**src/rtl/mux_port_arbiter.sv**
```systemverilog
// mux_port_arbiter: round-robin arbiter sharing one 4-to-1 data mux between four requesters.
// Define ARBITER_TIMEOUT_EN to build the MaxHold watchdog that preempts long-holding owners.
module mux_port_arbiter #(
  parameter int NBits = 32,
  parameter int MaxHold = 16
) (
  input  logic             clk,
  input  logic             reset,
  input  logic [3:0]       Request,
  input  logic [NBits-1:0] Data0,
  input  logic [NBits-1:0] Data1,
  input  logic [NBits-1:0] Data2,
  input  logic [NBits-1:0] Data3,
  output logic [3:0]       Grant,
  output logic [1:0]       Selector,
  output logic [NBits-1:0] Data_Out,
  output logic             Busy,
  output logic             Timeout
);
  typedef enum logic [1:0] {IDLE, GRANT, TURN} state_t;
  state_t state, state_d;
  logic [3:0] grant_d;
  logic [1:0] sel_d, ptr, ptr_d, winner;
  logic expire;
  if (MaxHold < 2) begin : g_bad_hold
    $error("MaxHold must be at least 2");
  end
`ifdef ARBITER_TIMEOUT_EN
  localparam int HW = $clog2(MaxHold);
  logic [HW-1:0] hold;
  assign expire = hold == HW'(MaxHold - 1);
  always_ff @(posedge clk or negedge reset) begin
    if (!reset) begin
      hold <= '0;
      Timeout <= 1'b0;
    end else begin
      hold <= (state == GRANT) ? hold + 1'b1 : '0;
      Timeout <= (state == GRANT) && Request[Selector] && expire;
    end
  end
`else
  assign expire = 1'b0;
  assign Timeout = 1'b0;
`endif
  // Scan from ptr+3 down to ptr so the nearest set bit after the pointer wins.
  always_comb begin
    winner = ptr;
    for (int i = 3; i >= 0; i--)
      if (Request[ptr + 2'(i)]) winner = ptr + 2'(i);
  end
  always_comb begin
    state_d = state;
    grant_d = Grant;
    sel_d = Selector;
    ptr_d = ptr;
    if (state == GRANT) begin
      if (!Request[Selector] || expire) begin
        state_d = TURN;
        grant_d = '0;
        ptr_d = Selector + 2'd1;
      end
    end else begin
      state_d = |Request ? GRANT : IDLE;
      grant_d = |Request ? 4'b0001 << winner : 4'b0000;
      sel_d = |Request ? winner : Selector;
    end
  end
  always_ff @(posedge clk or negedge reset) begin
    if (!reset) begin
      state <= IDLE;
      Grant <= '0;
      Selector <= '0;
      ptr <= '0;
    end else begin
      state <= state_d;
      Grant <= grant_d;
      Selector <= sel_d;
      ptr <= ptr_d;
    end
  end
  assign Busy = state == GRANT;
  assign Data_Out = Selector[1] ? (Selector[0] ? Data3 : Data2) : (Selector[0] ? Data1 : Data0);
endmodule
```
**config.mk**
```make
export PLATFORM = sky130hd
export DESIGN_NAME = mux_port_arbiter
export DESIGN_NICKNAME = d
export VERILOG_FILES = /design/src/rtl/mux_port_arbiter.sv
export SDC_FILE = /design/constraint.sdc
export NUM_CORES = 1
export LEC_CHECK = 0
export ABC_CLOCK_PERIOD_IN_PS = 4200
export BUFFER_PORTS_ARGS = -buffer_cell sky130_fd_sc_hd__buf_4
export CORE_ASPECT_RATIO = 0.75
export CORE_MARGIN = 8
export CORE_UTILIZATION = 34
export DETAILED_ROUTE_END_ITERATION = 8
export PLACE_DENSITY_LB_ADDON = 0.2
export SLEW_MARGIN = 20
export SYNTH_ARGS = -nofsm -noshare
export SYNTH_HDL_FRONTEND = slang
export SYNTH_SLANG_ARGS = --single-unit
export TNS_END_PERCENT = 10
```
**constraint.sdc**
```tcl
create_clock -name clk -period 4.2 [get_ports clk]
set_input_delay 0.42 -clock clk [delete_from_list [all_inputs] [get_ports clk]]
set_output_delay 0.42 -clock clk [all_outputs]
set_load 0.05 [all_outputs]
```
; ---- Word-level counts from Yosys, hierarchy flattened
; Index checks and enable logic that the tools add are counted.
[totals]
register_bits = 10
input_bits = 134
output_inout_bits = 40
[classes]
add_sub_neg = 4
n_lt_le_gt_ge = 5
eq_ne = 2
shifts = 1
n_mux = 23
bitwise = 2
reduce_logical = 3
[op_table]
columns = operator, n
row1 = 32-bit two-way mux, 3
row2 = "2-bit by 3-bit less-than comparator with 1-bit output, second input constant", 5
row3 = 2-bit two-way mux, 6
row4 = 4-bit two-way mux, 3
row5 = 1-bit binary-select mux with 2-bit select, 5
row6 = 1-bit two-way mux, 6
row7 = "2-bit by 1-bit adder with 2-bit output, second input constant", 2
row8 = "2-bit adder, second input constant", 2
row9 = 2-bit AND reduction, 2
row10 = 4-bit OR reduction, 1
row11 = "1-bit by 2-bit left shift with 4-bit output, first input constant", 1
row12 = "2-bit by 1-bit equality test with 1-bit output, second input constant", 1
row13 = "2-bit inequality test, second input constant", 1
row14 = 1-bit inverter, 2

; ---- Logic depth before layout (Yosys ltp)
[logic_depth]
depth_word = 10
depth_mapped = 5

; ---- Least setup slack after synthesis
; No wires, ideal clock.
[synth_timing]
kind = register to output
from = reg Selector[0]
to = out Data_Out[0]
arrival_ps = 1905
path_slack_ps = 1875
stages_incl_launch_ff = 4
path_buffers = 2
path_cell_list = dfrtp_1 > buf_2 > buf_2 > mux4_2
[synth_between]
elab_chain_len = 2
word_cells_on_any_way = 3
cone_classes = 3 x mux
[synth_rtl]
columns = item, line
row1 = "start, declared", 15  ; output logic [1:0] Selector,
row2 = "start signal, assigned", 77  ; Selector <= sel_d;
row3 = 32-bit two-way mux, 82  ; assign Data_Out = Selector[1] ? (Selector[0] ? Data3 : Data2) : (Selector[0] ? Data1 : Data0);
row4 = 32-bit two-way mux *, 82
row5 = "end, declared", 16  ; output logic [NBits-1:0] Data_Out,
; Every way passes the cells marked *; elsewhere a longest branch is shown, timed or not.

; ---- Final worst setup path
[layout_timing]
from = reg Selector[0]
to = out Data_Out[24]
; Same word-level chain as after synthesis.

==> results by group <==
Clock tree
  • Worst-path clk slew: 50 ps
  • Num CTS Buffers: 3
  • CTS root buffer: clkbuf_8
  • Postcts setup bufs: 0
  • H-tree levels: 1
  • CTS tree: done
  • Hold_buf cts: 0
  • Clk buf depth: 2
  • CTS Sinks: 10
  • Worst skew pair latency: 240 ps
  • Post_cts resized: 0

Job
  • MaxCap Viol Count: 0

Power
  • Clk pwr share: 4.8%
  • Pwr dens: 810 nW/um^2
  • Switching Fraction: 57.4%
  • Combinational share of power: 83.7%
  • Sequential share of power: 11.5%
  • Int Pwr: 913 uW
  • Leak: 1.29 nW
  • P_sw: 1.23 mW
  • Final Power: 2.14 mW
  • Worst vdd ir: 0.547 mV

Routing
  • Starting DRC count in detailed routing: 51
  • Drc violations: 0
  • Routed WL: 7090 um
  • Antenna violation net count after detailed routing: 0
  • TritonRoute pass-1 iters: 4
  • Post-DR wirelength/cell: 23.0 um
  • Vias post-DR: 1536
  • Routed vias/inst: 4.97

Global route
  • Gr usage total: 22.6%
  • Antenna violations before repair: 0
  • Largest net degree at the start of global routing: 25
  • Grt ovf: 0
  • Vias in the first global route: 1782
  • First-pass GRT wire length: 10200 um

Floorplan
  • Num rows: 19
  • Core area: 3640 um^2
  • Boundary Pins: 174
  • Die Y: 69.2 um
  • Initial Util: 35.3%
  • Chip width: 86.9 um
  • Die area: 6010 um^2

Yosys
  • Post-synth EDFFs: 0
  • Synth area leaders: mux4_2 (58%), dfrtp_1 (20%), buf_4 (1.8%), mux2_2 (1.8%), o31ai_1 (1.8%)
  • Top-count cell post-synth: mux4_2
  • Most used DFF post-synth: dfrtp_1
  • Syn Nets: 222
  • Synth top area share: 58.0%
  • Post-synth top cells: mux4_2 (33), dfrtp_1 (10), nand2_1 (4)
  • Ys async rst share: 100%
  • Average cell area after synthesis: 14.6 um^2
  • FF+latch count, synth: 10
  • Synth unique cells: 27
  • Sequential share of the synthesized area: 19.5%
  • Largest area contributor in the netlist: mux4_2
  • Mapped Area: 1280 um^2
  • Yosys warning count: 0
  • Post-Syn Instances: 88

Timing
  • Period minus WS final: 2660 ps
  • Final Max Slew Viols: 0
  • Final clock skew: 3.04 ps
  • Slew HR: 53.2%
  • Setup repair after global routing missed its margin: no
  • F_max: 376 MHz
  • Final setup viols: 0
  • Period Utilization, post-route: 63.3%
  • Fin Setup TNS: 0 ps
  • Worst Max-Slew Pin Slew: 702 ps
  • Final hold violation count: 0

Placement
  • Gpl congestion: 0.884
  • Detail Placement HPWL: 6350 um
  • Port Buf Inserts: 172

Critical path
  • Setup CP Type: reg -> out
  • Setup crit end kind: primary output
  • Data arrival, critical path: 2240 ps
  • CP max FO: 24
  • Setup crit start kind: flip-flop
  • CP required: 3780 ps

Cells and area
  • Area growth syn-to-layout: 106%
  • Register Area: 251 um^2
  • Final nets: 392
  • Layout cell share with drive strength beyond 1: 84.0%
  • N_diodes: 0
  • Multi-input gate area in the final layout: 966 um^2
  • Filler cells: 279

Outcome
  • Outcome: finished clean

Worst hold path
  • Hold crit path type: in -> async
==> final timing paths <==
| check | startpoint | depth (start not counted) | to | slack [ps] |
|---|---|---|---|---|
| max reg2reg | Selector[1] | 3 | state[0] | 2300 |
| min reg2reg | Grant[1] | 2 | Grant[1] | 480 |
| max in group asynchronous | reset | 1 | Selector[0] | 4050 |
| max | Selector[0] | 3 | Data_Out[24] | 1540 |
| min in group clk | Grant[1] | 2 | Grant[1] | 480 |
| min | reset | 1 | Selector[0] | 1 |
==> per-layer routing <==
| layer | track usage (%) | up-vias | wire length (um) |
|---|---|---|---|
| met2 | 42.3 | 97 | 3820 |
| met5 | 0 | - | 0 |
| met1 | 22.8 | 707 | 2380 |
| li1 | - | 719 | - |
| met3 | 6.98 | 13 | 717 |
| met4 | 7.24 | 0 | 176 |
==> sequential cells by signal, summed over array words and instances (netlist names) <==
name	count
Grant	4
state	2
Selector	2
ptr	2
==> worst max-delay path, stage by stage (launching register included) <==
cell and delay [ps]:
dfrtp_2 820, buf_4 390, mux4_2 570, buf_4 210
==> stage by stage <==
stage / instance area, um^2 / hold WS [ps] / util [%] / worst slack, ps / instances
floorplan: 1280 / 124 / - / 1870 / 88
global placement: 2600 / 251 / 71.5 / 1770 / 305
detailed placement: 2600 / 252 / 71.5 / 1750 / 305
CTS: 2650 / 1.50 / 72.7 / 1490 / 309
global route: 2650 / 0.339 / 72.7 / 1350 / 309
finish: 2650 / 1.13 / 72.7 / 1540 / 309
==> logic make-up (layout without fill, tap and decap cells) <==
group / after synthesis / count (layout) / synth area share (%)
buf+inv: 12 / 181 / 5.17
mux: 36 / 36 / 60.5
simple gates: 14 / 14 / 5.76
other cells: 1 / 1 / 0.292
xor+xnor: 1 / 1 / 0.683
flops: 10 / 10 / 19.5
compound gates: 14 / 14 / 8.10
==> power groups by stage <==
stage	Combinational [mW]	Clock, mW	Sequential (mW)
floorplan	1.30	0	0.254
detailed placement	1.80	0	0.254
global route	1.86	0.111	0.269
global placement	1.78	0	0.252
finish	1.79	0.103	0.247
CTS	1.80	0.104	0.252
==> placed cells by master (no fill, tap or decap), types with 2 or more instances in the layout <==
cell / n
inv_1: 3
o21ai_1: 2
mux4_2: 33
nor2b_1: 3
clkbuf_8: 3
o31ai_1: 3
dfrtp_1: 9
mux2_2: 2
a21oi_1: 2
a32o_1: 2
nand2_1: 4
buf_4: 174
nor2_1: 3
==> area by class of cell <==
cell class                      instances  area share (%)
Clock buffer                            4            1.70
Inverter                                3           0.426
Multi-Input combinational cell         66            36.5
Sequential cell                        10            9.51
Tap cell                               52            2.46
Timing Repair Buffer                  174            49.4
No activity file was read; power rests on OpenSTA's default activity.
